===== src/rtl/ahb_ext_sram_ctrl_if.sv =====
// AHB-Lite external-region bus signals together with the synchronous SRAM port.
// The controller binds the slave modport; the SoC/bench side binds master.
interface ahb_ext_sram_ctrl_if #(
  parameter int AHBW          = 64,
  parameter int PA_BITS       = 34,
  parameter int MEM_ADDR_BITS = 20
);
  logic                     HSELEXT;
  logic [PA_BITS-1:0]       HADDR;
  logic [1:0]               HTRANS;
  logic                     HWRITE;
  logic [2:0]               HSIZE;
  logic [AHBW-1:0]          HWDATA;
  logic [AHBW/8-1:0]        HWSTRB;
  logic                     HREADY;
  logic [AHBW-1:0]          HRDATAEXT;
  logic                     HREADYEXT;
  logic                     HRESPEXT;
  logic                     MemCE;
  logic                     MemWE;
  logic [MEM_ADDR_BITS-1:0] MemAddr;
  logic [AHBW-1:0]          MemWData;
  logic [AHBW/8-1:0]        MemBE;
  logic [AHBW-1:0]          MemRData;

  modport slave (
    input  HSELEXT, HADDR, HTRANS, HWRITE, HSIZE, HWDATA, HWSTRB, HREADY, MemRData,
    output HRDATAEXT, HREADYEXT, HRESPEXT, MemCE, MemWE, MemAddr, MemWData, MemBE
  );

  modport master (
    output HSELEXT, HADDR, HTRANS, HWRITE, HSIZE, HWDATA, HWSTRB, HREADY, MemRData,
    input  HRDATAEXT, HREADYEXT, HRESPEXT, MemCE, MemWE, MemAddr, MemWData, MemBE
  );
endinterface


===== src/rtl/ahb_ext_sram_ctrl.sv =====
// AHB-Lite subordinate fronting a single-port synchronous SRAM with fixed read latency.
// Inserts read/write wait states and answers misaligned or oversize transfers with ERROR.
module ahb_ext_sram_ctrl #(
  parameter int AHBW          = 64,
  parameter int PA_BITS       = 34,
  parameter int MEM_ADDR_BITS = 20,
  parameter int RD_LAT        = 2,
  parameter int WR_WAIT       = 0
) (
  input  logic          HCLK,
  input  logic          HRESETn,
  ahb_ext_sram_ctrl_if.slave bus
);
  localparam int OFF   = $clog2(AHBW / 8);
  localparam int CNT_W = 8;
  localparam logic [CNT_W-1:0] RD_LAT_C  = CNT_W'(RD_LAT);
  localparam logic [CNT_W-1:0] WR_WAIT_C = CNT_W'(WR_WAIT);

  typedef enum logic [2:0] {
    S_IDLE = 3'd0,
    S_RD   = 3'd1,
    S_WR   = 3'd2,
    S_ERR1 = 3'd3,
    S_ERR2 = 3'd4
  } state_e;

  state_e                   state_q, state_d, acc_state_s;
  logic [CNT_W-1:0]         cnt_q, cnt_d;
  logic [MEM_ADDR_BITS-1:0] addr_q, addr_d, acc_addr_s;
  logic [AHBW-1:0]          hold_q, hold_d;
  logic                     acc_s, err_s, done_s;
  logic                     hready_s, hresp_s, ce_s, we_s;
  logic [AHBW-1:0]          rdata_s, wdata_s;
  logic [AHBW/8-1:0]        be_s;
  logic                     unused_addr_s;

  // A transfer is illegal if wider than the bus or not naturally aligned to its size.
  function automatic logic misaligned(input logic [2:0] size, input logic [OFF-1:0] low);
    logic bad;
    bad = (int'(size) > OFF);
    for (int i = 0; i < OFF; i++) begin
      bad = bad | ((i < int'(size)) & low[i]);
    end
    return bad;
  endfunction

  assign unused_addr_s = ^{bus.HADDR[PA_BITS-1:MEM_ADDR_BITS+OFF], bus.HTRANS[0]};

  // Address-phase decode: classify a candidate transfer and pick the state it would enter.
  always_comb begin
    acc_s       = bus.HSELEXT & bus.HTRANS[1] & bus.HREADY;
    err_s       = misaligned(bus.HSIZE, bus.HADDR[OFF-1:0]);
    acc_addr_s  = bus.HADDR[MEM_ADDR_BITS+OFF-1:OFF];
    acc_state_s = S_IDLE;
    if (!acc_s) begin
      acc_state_s = S_IDLE;
    end else if (err_s) begin
      acc_state_s = S_ERR1;
    end else if (bus.HWRITE) begin
      acc_state_s = S_WR;
    end else begin
      acc_state_s = S_RD;
    end
  end

  // Data-phase control: wait states, SRAM strobes, response and next state.
  always_comb begin
    state_d  = state_q;
    cnt_d    = cnt_q;
    addr_d   = addr_q;
    hold_d   = hold_q;
    done_s   = 1'b0;
    hready_s = 1'b1;
    hresp_s  = 1'b0;
    rdata_s  = hold_q;
    ce_s     = 1'b0;
    we_s     = 1'b0;
    wdata_s  = {AHBW{1'b0}};
    be_s     = {(AHBW/8){1'b0}};
    case (state_q)
      S_IDLE: done_s = 1'b1;
      S_RD: begin
        ce_s = (cnt_q == {CNT_W{1'b0}});
        if (cnt_q == RD_LAT_C) begin
          done_s  = 1'b1;
          rdata_s = bus.MemRData;
          hold_d  = bus.MemRData;
        end else begin
          hready_s = 1'b0;
          cnt_d    = cnt_q + 8'd1;
        end
      end
      S_WR: begin
        if (cnt_q == WR_WAIT_C) begin
          done_s  = 1'b1;
          ce_s    = 1'b1;
          we_s    = 1'b1;
          wdata_s = bus.HWDATA;
          be_s    = bus.HWSTRB;
        end else begin
          hready_s = 1'b0;
          cnt_d    = cnt_q + 8'd1;
        end
      end
      S_ERR1: begin
        hready_s = 1'b0;
        hresp_s  = 1'b1;
        state_d  = S_ERR2;
      end
      S_ERR2: begin
        hresp_s = 1'b1;
        done_s  = 1'b1;
      end
      default: state_d = S_IDLE;
    endcase
    // Completion cycles may accept the next transfer directly, with no IDLE bubble.
    if (done_s) begin
      state_d = acc_state_s;
      cnt_d   = {CNT_W{1'b0}};
      addr_d  = acc_s ? acc_addr_s : addr_q;
    end else begin
      addr_d  = addr_q;
    end
  end

  // State, wait counter, captured address and read-data hold register.
  always_ff @(posedge HCLK or negedge HRESETn) begin
    if (!HRESETn) begin
      state_q <= S_IDLE;
      cnt_q   <= {CNT_W{1'b0}};
      addr_q  <= {MEM_ADDR_BITS{1'b0}};
      hold_q  <= {AHBW{1'b0}};
    end else begin
      state_q <= state_d;
      cnt_q   <= cnt_d;
      addr_q  <= addr_d;
      hold_q  <= hold_d;
    end
  end

  assign bus.HREADYEXT = hready_s;
  assign bus.HRESPEXT  = hresp_s;
  assign bus.HRDATAEXT = rdata_s;
  assign bus.MemCE     = ce_s;
  assign bus.MemWE     = we_s;
  assign bus.MemAddr   = addr_q;
  assign bus.MemWData  = wdata_s;
  assign bus.MemBE     = be_s;
endmodule


===== src/flat_wrapper.sv =====
// flat-port wrapper written by rule: the top's interface ports become plain ports
module ahb_ext_sram_ctrl_flat 
#(
  parameter int AHBW          = 64,
  parameter int PA_BITS       = 34,
  parameter int MEM_ADDR_BITS = 20,
  parameter int RD_LAT        = 2,
  parameter int WR_WAIT       = 0
)
  (HCLK, HRESETn, bus_HSELEXT, bus_HADDR, bus_HTRANS, bus_HWRITE, bus_HSIZE, bus_HWDATA, bus_HWSTRB, bus_HREADY, bus_MemRData, bus_HRDATAEXT, bus_HREADYEXT, bus_HRESPEXT, bus_MemCE, bus_MemWE, bus_MemAddr, bus_MemWData, bus_MemBE);
  ahb_ext_sram_ctrl_if #(.AHBW(AHBW), .PA_BITS(PA_BITS), .MEM_ADDR_BITS(MEM_ADDR_BITS)) bus_i ();
  input  logic HCLK;
  input  logic HRESETn;
  input wire logic [$bits(bus_i.HSELEXT)-1:0] bus_HSELEXT;
  input wire logic [$bits(bus_i.HADDR)-1:0] bus_HADDR;
  input wire logic [$bits(bus_i.HTRANS)-1:0] bus_HTRANS;
  input wire logic [$bits(bus_i.HWRITE)-1:0] bus_HWRITE;
  input wire logic [$bits(bus_i.HSIZE)-1:0] bus_HSIZE;
  input wire logic [$bits(bus_i.HWDATA)-1:0] bus_HWDATA;
  input wire logic [$bits(bus_i.HWSTRB)-1:0] bus_HWSTRB;
  input wire logic [$bits(bus_i.HREADY)-1:0] bus_HREADY;
  input wire logic [$bits(bus_i.MemRData)-1:0] bus_MemRData;
  output wire logic [$bits(bus_i.HRDATAEXT)-1:0] bus_HRDATAEXT;
  output wire logic [$bits(bus_i.HREADYEXT)-1:0] bus_HREADYEXT;
  output wire logic [$bits(bus_i.HRESPEXT)-1:0] bus_HRESPEXT;
  output wire logic [$bits(bus_i.MemCE)-1:0] bus_MemCE;
  output wire logic [$bits(bus_i.MemWE)-1:0] bus_MemWE;
  output wire logic [$bits(bus_i.MemAddr)-1:0] bus_MemAddr;
  output wire logic [$bits(bus_i.MemWData)-1:0] bus_MemWData;
  output wire logic [$bits(bus_i.MemBE)-1:0] bus_MemBE;
  assign bus_i.HSELEXT = bus_HSELEXT;
  assign bus_i.HADDR = bus_HADDR;
  assign bus_i.HTRANS = bus_HTRANS;
  assign bus_i.HWRITE = bus_HWRITE;
  assign bus_i.HSIZE = bus_HSIZE;
  assign bus_i.HWDATA = bus_HWDATA;
  assign bus_i.HWSTRB = bus_HWSTRB;
  assign bus_i.HREADY = bus_HREADY;
  assign bus_i.MemRData = bus_MemRData;
  assign bus_HRDATAEXT = bus_i.HRDATAEXT;
  assign bus_HREADYEXT = bus_i.HREADYEXT;
  assign bus_HRESPEXT = bus_i.HRESPEXT;
  assign bus_MemCE = bus_i.MemCE;
  assign bus_MemWE = bus_i.MemWE;
  assign bus_MemAddr = bus_i.MemAddr;
  assign bus_MemWData = bus_i.MemWData;
  assign bus_MemBE = bus_i.MemBE;
  ahb_ext_sram_ctrl #(.AHBW(AHBW), .PA_BITS(PA_BITS), .MEM_ADDR_BITS(MEM_ADDR_BITS), .RD_LAT(RD_LAT), .WR_WAIT(WR_WAIT)) u_core (.HCLK(HCLK), .HRESETn(HRESETn), .bus(bus_i));
endmodule

===== config.mk =====
export PLATFORM = sky130hd
export DESIGN_NAME = ahb_ext_sram_ctrl_flat
export DESIGN_NICKNAME = d
export VERILOG_FILES = /design/src/rtl/ahb_ext_sram_ctrl_if.sv /design/src/rtl/ahb_ext_sram_ctrl.sv /design/src/flat_wrapper.sv
export SDC_FILE = /design/constraint.sdc
export NUM_CORES = 1
export LEC_CHECK = 0
export CORE_AREA = 4 4 131 133
export DETAILED_ROUTE_END_ITERATION = 16
export DIE_AREA = 0 0 135 137
export GPL_ROUTABILITY_DRIVEN = 1
export PLACE_DENSITY_LB_ADDON = 0.2
export REMOVE_ABC_BUFFERS = 1
export SLEW_MARGIN = 30
export SYNTH_ARGS = -nofsm -noshare
export SYNTH_HDL_FRONTEND = slang
export SYNTH_SLANG_ARGS = --single-unit

===== constraint.sdc =====
create_clock -name HCLK -period 6.3 [get_ports HCLK]
set_input_delay 1.575 -clock HCLK [delete_from_list [all_inputs] [get_ports HCLK]]
set_output_delay 1.575 -clock HCLK [all_outputs]
set_load 0.02 [all_outputs]

# --- Yosys cells after proc, flatten, opt, wreduce, memory -nomap -nowiden ---
# Cells that the tools add are included.
# Widths: inputs -> output; s select.
totals:
  regBits: 95
  elab_cells: 55
  out_inout_bits: 160
  inputBits: 180
classes:
  n_reduce_logical: 8
  n_eq_ne: 8
  magnitude_cmp: 4
  n_bitwise: 8
  addsub: 1
  mux: 22
op_table:
  columns: ["op", "n"]
  rows:
  - ["$mux 64", 4]
  - ["$mux 8", 5]
  - ["$pmux 8 s2", 1]
  - ["$mux 3", 3]
  - ["$add 8x1->8 const B", 1]
  - ["$eq 8x2->1 const B", 1]
  - ["$logic_not 8->1", 1]
  - ["$eq 3x2->1 const B", 2]
  - ["$lt 1x3->1 const A", 2]
  - ["$ne 3x2->1 const B", 2]
  - ["$pmux 1 s3", 2]
  - ["$pmux 3 s2", 1]
  - ["$and 1x1->1", 5]
  - ["$mux 1", 4]
  - ["$reduce_or 2->1", 2]
  - ["$reduce_or 4->1", 1]
  - ["$eq 3x1->1 const B", 1]
  - ["$eq 3x3->1 const B", 1]
  - ["$gt 3x2->1 const B", 1]
  - ["$logic_not 3->1", 1]
  - ["$lt 2x3->1 const A", 1]
  - ["$or 1x1->1", 3]
  - ["$reduce_and 3->1", 1]
  - ["$reduce_bool 3->1", 1]
  - ["other kinds (4)", 4]

# --- Depth between registers and ports, before layout ---
# Gate-level depths: netlist of run 1.
logic_depth:
  depth_word: 8
  mapped_depth: 7
  mapped_depth_nobuf: 6

# --- Worst setup path after synthesis of run 1 ---
# No wires, ideal clock.
synth_timing:
  path_type: "input to output"
  startpoint: "input bus_MemRData[11]"
  endpoint: "output bus_HRDATAEXT[11]"
  t_arrival_ps: 1943
  t_required_ps: 4725
  path_buffers: 0
  slack_ps: 2782
  path_stages: 1
  cell_sequence: "mux2_1"
synth_via:
  elab_chain_len: 2
synth_lines:
  columns: ["item", "line_no", "text"]
  rows:
  - ["start, declared", "flat_wrapper.sv:22", "input wire logic [$bits(bus_i.MemRData)-1:0] bus_MemRData;"]
  - ["$mux 64", "ahb_ext_sram_ctrl.sv:84", "if (cnt_q == RD_LAT_C) begin"]
  - ["$mux 64", "ahb_ext_sram_ctrl.sv:80", "case (state_q)"]
  - ["end, declared", "flat_wrapper.sv:23", "output wire logic [$bits(bus_i.HRDATAEXT)-1:0] bus_HRDATAEXT;"]
# Every way passes these cells.

# --- Worst setup path in the final report of run 1 ---
layout_timing:
  startpoint: "register u_core.cnt_q[3]"
  endpoint: "output bus_HRDATAEXT[11]"
layout_via:
  elab_chain_len: 3
layout_lines:
  columns: ["item", "line_no", "text"]
  rows:
  - ["start, declared", "ahb_ext_sram_ctrl.sv:28", "logic [CNT_W-1:0] cnt_q, cnt_d;"]
  - ["start signal, assigned", "ahb_ext_sram_ctrl.sv:130", "cnt_q <= {CNT_W{1'b0}};"]
  - ["start signal, assigned", "ahb_ext_sram_ctrl.sv:135", "cnt_q <= cnt_d;"]
  - ["$eq 8x2->1", "ahb_ext_sram_ctrl.sv:84", null]
  - ["$mux 64", "ahb_ext_sram_ctrl.sv:84", null]
  - ["$mux 64", "ahb_ext_sram_ctrl.sv:80", null]
# Every way passes these cells.

==> results.cfg, run 1 <==
[floorplan]
start_util_pct = 27.3
die_y_um = 137
die_w_um = 135
core_sq_mm = 0.0158
die_area_sq_mm = 0.0185
rows = 46
ioPinCount = 340

[logic_synthesis]
synth_top_area_cell = dfrtp_1
synth_top_area_share_pct = 54.9
synth-edff-count = 0
async_flop_share_pct = 100
ys.warnings.count = 0
syn-cell-area_sq_mm = 0.00433
avgSynthCellArea_sq_um = 13.0
ys_dominant_reg_cell = dfrtp_1
synth_common_cells = dfrtp_1 (95), mux2_2 (81), and2_1 (73), clkbuf_2 (7), nor2_1 (7)
synth_top_cells_by_area = dfrtp_1 (55%), mux2_2 (21%), and2_1 (11%)
ys_ff_latch = 95
netlist_instances = 333
ys_types = 35
ys_seq_area_share_pct = 54.9
synthMostInstantiatedCell = dfrtp_1

[global_route]
gr-total-overflow = 0
grt_pass1_vias = 4039
grt_max_degree = 74
antenna_found_initial = 0
grt_pass1_wl_um = 22400
grt_usage_pct = 15.8

[critical_path]
worstPathRequired_ps = 4720
path_class = flop to output port
cp_slowest_cell = nand3_4
setup.worst_path.end_class = output port
path_cells = nor4_2 > and2_1 > nand3_4 > mux2_1 > clkdlybuf4s50_1
path_depth = 5
r2r-end = u_core.hold_q[11]
cp_top_family = simple AND/OR/NAND/NOR gates
rr_startpoint = u_core.cnt_q[3]
r2r_slack_ps = 3740
crit_end = bus_HRDATAEXT[11]
path_max_fanout = 64
path_buf_inv = 1
start_kind = flop
cp-startpoint = u_core.cnt_q[3]
critPathArrivalTime_ps = 3350
slowest_delay_ps = 670
r2r_cells = 4

[drt]
vias = 3731
via_per_inst = 4.27
wl_um = 15100
drc = 0
avgRoutedWirePerCell_um = 17.3
postRouteAntennaNets = 0
drt-pass1-iter-count = 4
dr.first_iter.drc_count = 51

[timing]
final_hold_viol_count = 0
fin_tns_setup_ps = 0
rsz0062_at_grt = no
slew_headroom_pct = 37.5
fmax_mhz = 203
clock_skew_ps = 10.4
fin_crit_ps = 4930
setup_viol = 0
setup_slack_ps = 1370
slew_viol_final = 0
whs_ps = 492
tightest_slew_ps = 938
period_share_pct = 78.2

[clock_tree]
cts_sinks = 95
root_buffer = clkbuf_16
insertion_delay_ps = 340
clk_path_buf_depth = 2
cts_buffers = 9
htree_levels = 3
cts_setup_buffers = 0
post_cts_resized = 0
cts_tree = yes
holdBufCountCts = 0
path_clk_slew_ps = 60

[final_layout]
area_growth_syn_to_layout_pct = 87.4
antenna_cells = 0
layout.nets = 836
drive_gt1_share_pct = 16.1
utilization_pct = 51.2

[pwr]
finalPower_mw = 1.74
p_per_area_mw_per_mm2 = 214
peakVddDrop_mv = 0.152
total_leakage_power_nw = 3.27

[placement]
pre_cts_ws_ps = 1710
port-buffer-count = 327
gp_congestion = 0.737
hpwl_um = 12000

[worst_hold_path]
min_path_type = flop to flop

[flow_run]
cap_viol_max_count = 0

[status]
status = finished, final reports clean
[logic make-up (layout without fill, tap and decap cells)]
group / Yosys count / after routing / share of synthesized area, %
and+or+nand+nor: 107 / 107 / 15.0
DFF: 95 / 95 / 54.9
muxes: 85 / 85 / 22.1
buffers and inverters: 24 / 349 / 3.58
AOI/OAI and AO/OA: 11 / 11 / 1.88
xor gates and xnor gates: 7 / 7 / 1.42
adders and majority gates: 4 / 4 / 1.10
[sequential cells by signal, indices dropped and copies added (netlist names)]
signal and cells:
u_core.cnt_q 8, u_core.hold_q 64, u_core.bus.MemAddr 20, u_core.state_q 3
[layout make-up]
type                            instances  area [sq um]
Inverter                                5          18.8
Clock buffer                           10           239
Multi-Input combinational cell        214          1810
Timing Repair Buffer                  328          3280
Clock inverter                          6           115
Sequential cell                        95          2380
Tap cell                              216           270
Fill cell                            1389          7720
[cell usage in the layout, fill, tap and decap left out, drive strengths merged]
| cell type | count |
|---|---|
| nor3 | 5 |
| clkdlybuf4s50 | 326 |
| clkbuf | 10 |
| a21o | 1 |
| xnor2 | 6 |
| and3 | 2 |
| nor4 | 1 |
| clkinvlp | 1 |
| nor2 | 7 |
| bufinv | 3 |
| dfrtp | 95 |
| or2 | 2 |
| o21a | 1 |
| buf | 2 |
| and4 | 1 |
| nor2b | 3 |
| and2 | 73 |
| xor2 | 1 |
| maj3 | 1 |
| mux2 | 85 |
| a211oi | 1 |
| o21ai | 2 |
| nand4 | 1 |
| ha | 3 |
| a21oi | 2 |
| inv | 7 |
| nand3 | 6 |
| a41o | 1 |
| nand2 | 5 |
| o21bai | 1 |
| nor3b | 1 |
| o211ai | 1 |
| a221oi | 1 |
[stage by stage]
step | instance area (sq um) | std cells
after floorplan | 4190 | 314
after global placement | 7740 | 858
after detailed placement | 7750 | 858
after CTS | 8110 | 874
after global routing | 8110 | 874
final | 8110 | 874
[per-layer routing]
layer | track usage, % | share of wire, %
met1 | 15.2 | 32
met4 | 4.82 | 1.6
met5 | 0 | 0
met3 | 8.53 | 14
met2 | 29.0 | 52
[worst min path at each step]
stage	startpoint	to	slack, ps	depth (start not counted)
floorplan	u_core.cnt_q[7]	u_core.cnt_q[7]	530	2
global placement	u_core.hold_q[13]	u_core.hold_q[13]	470	1
detailed placement	u_core.hold_q[13]	u_core.hold_q[13]	480	1
CTS	u_core.hold_q[13]	u_core.hold_q[13]	490	1
global route	u_core.hold_q[13]	u_core.hold_q[13]	500	1
finish	u_core.hold_q[13]	u_core.hold_q[13]	490	1
[where the power goes]
group          switching [mW]  leakage [nW]  total (mW)  internal [mW]
combinational           0.174          1.96       0.418          0.244
clock                   0.239         0.170       0.641          0.402
sequential             0.0200          1.13       0.677          0.657
No activity file was read; power rests on OpenSTA's default activity.
==> run 2: changes to the inputs <==
--- a/config.mk
+++ b/config.mk
@@ -5,9 +5,9 @@
 export SDC_FILE = /design/constraint.sdc
 export NUM_CORES = 1
 export LEC_CHECK = 0
-export CORE_AREA = 4 4 131 133
+export CORE_AREA = 4 4 129 131
 export DETAILED_ROUTE_END_ITERATION = 16
-export DIE_AREA = 0 0 135 137
+export DIE_AREA = 0 0 133 135
 export GPL_ROUTABILITY_DRIVEN = 1
 export PLACE_DENSITY_LB_ADDON = 0.2
 export REMOVE_ABC_BUFFERS = 1
==> constraint.sdc (replaced) <==
create_clock -name HCLK -period 4.5 [get_ports HCLK]
set_input_delay 1.125 -clock HCLK [delete_from_list [all_inputs] [get_ports HCLK]]
set_output_delay 1.125 -clock HCLK [all_outputs]
set_load 0.02 [all_outputs]
==> results.cfg, run 2 (synthesized netlist as in run 1, its figures left out) <==
[status]
status = finished, final reports clean

[critical_path]
path_cells = nor4_2 > and2_1 > nand3_4 > buf_4 > mux2_1 > clkdlybuf4s50_1
slowest_delay_ps = 540
path_max_fanout = 33
r2r_cells = 5
start_kind = flop
cp_slowest_cell = clkdlybuf4s50_1
critPathArrivalTime_ps = 3080
setup.worst_path.end_class = output port
path_class = flop to output port
worstPathRequired_ps = 3380

[drt]
postRouteAntennaNets = 0
drc = 0
vias = 3754
via_per_inst = 4.27
avgRoutedWirePerCell_um = 18.2
drt-pass1-iter-count = 4
wl_um = 16000
dr.first_iter.drc_count = 65

[pwr]
peakVddDrop_mv = 0.256
total_leakage_power_nw = 3.27
p_sw_share_pct = 27.2
combPwrFrac_pct = 25.3
p_switching_uw = 635
pwr-share-clk_pct = 34.2
p_per_area_mw_per_mm2 = 288
p_int_mw = 1.70
pwr-share-seq_pct = 40.6

[clock_tree]
path_clk_slew_ps = 70
clk_path_buf_depth = 2
cts_buffers = 9
root_buffer = clkbuf_16
cts_tree = yes
htree_levels = 3
insertion_delay_ps = 340
holdBufCountCts = 0
cts_setup_buffers = 0
cts_sinks = 95
post_cts_resized = 0

[global_route]
grt_pass1_wl_um = 24300
grt_pass1_vias = 4221
gr-total-overflow = 0
grt_usage_pct = 17.4
grt_max_degree = 63
antenna_found_initial = 0

[final_layout]
area_growth_syn_to_layout_pct = 87.3
layout.nets = 841
utilization_pct = 52.0
layout_commonest_cell = clkdlybuf4s50_1
largest_register_ffs = 64
drive_gt1_share_pct = 16.7
mostFrequentLayoutCells = clkdlybuf4s50_1 (326), dfrtp_1 (95), mux2_2 (81), and2_1 (73), clkbuf_16 (9)
antenna_cells = 0
top_register = u_core.hold_q

[worst_hold_path]
min_path_type = flop to flop
min_path_cells = 1

[timing]
final_hold_viol_count = 0
fin_crit_ps = 4200
setup_viol = 0
slew_viol_final = 0
rsz0062_at_grt = no
slew_headroom_pct = 58.3
period_share_pct = 93.4
fmax_mhz = 238
clock_skew_ps = 8.01
fin_tns_setup_ps = 0
whs_ps = 486
tightest_slew_ps = 624

[floorplan]
die_area_sq_mm = 0.0180
ioPinCount = 340
rows = 46
start_util_pct = 27.7
die_y_um = 135
die_w_um = 133
core_sq_mm = 0.0156

[flow_run]
cap_viol_max_count = 0

[placement]
hpwl_um = 12600
gp_congestion = 0.785
port-buffer-count = 327
-- run 2: cell types whose count changed in the layout (fill, tap and decap cells not counted) --
| cell | delta |
|---|---|
| clkinv_2 | +1 |
| clkbuf_8 | -1 |
| bufinv_16 | -2 |
| and4_2 | +1 |
| buf_12 | +1 |
| and4_4 | -1 |
| inv_8 | +1 |
| buf_4 | +5 |
| buf_6 | -1 |
| clkinvlp_4 | +1 |
-- run 2: cell type report --
class | count | area, sq um
Clock buffer | 9 | 225
Clock inverter | 7 | 78.8
Fill cell | 1414 | 7490
Inverter | 5 | 18.8
Multi-Input combinational cell | 214 | 1810
Sequential cell | 95 | 2380
Tap cell | 216 | 270
Timing Repair Buffer | 333 | 3330
-- run 2: critical path: cells and delay by family (launching register included) --
kind | cells | cell delay (ps)
simple gates | 3 | 1010
flops | 1 | 430
mux | 1 | 340
buf+inv | 2 | 930
-- run 2: final timing paths --
| path | from | end | slack (ps) |
|---|---|---|---|
| setup / recovery | u_core.cnt_q[3] | bus_HRDATAEXT[11] | 300 |
| hold / removal | u_core.hold_q[13] | u_core.hold_q[13] | 490 |
| setup reg to reg | u_core.cnt_q[3] | u_core.hold_q[11] | 2190 |
| hold reg to reg | u_core.hold_q[13] | u_core.hold_q[13] | 490 |
| max in group asynchronous | HRESETn | u_core.hold_q[35] | 2970 |
| min in group asynchronous | HRESETn | u_core.bus.MemAddr[4] | 670 |
-- run 2: power by group through the flow --
stage               clock (mW)  sequential, mW  combinational (mW)
finish                   0.798           0.948               0.591
global placement             0           0.961               0.593
global route             0.857           0.956               0.629
CTS                      0.826           0.949               0.602
floorplan                    0            1.01               0.174
detailed placement           0           0.965               0.597
-- run 2: metrics by stage --
stage | area [sq um] | setup slack, ps | cells | power [mW]
after floorplan | 4190 | 1020 | 314 | 1.18
after global placement | 7790 | 611 | 863 | 1.55
after detailed placement | 7800 | 583 | 863 | 1.56
after CTS | 8110 | 192 | 879 | 2.38
after global routing | 8110 | 83.6 | 879 | 2.44
final | 8110 | 297 | 879 | 2.34
-- run 2: per-layer routing --
| metal | track usage [%] | share of wire (%) |
|---|---|---|
| met1 | 19.5 | 38 |
| met2 | 28.4 | 47 |
| met3 | 10.2 | 13 |
| met4 | 4.79 | 1.2 |
| met5 | 0 | 0 |
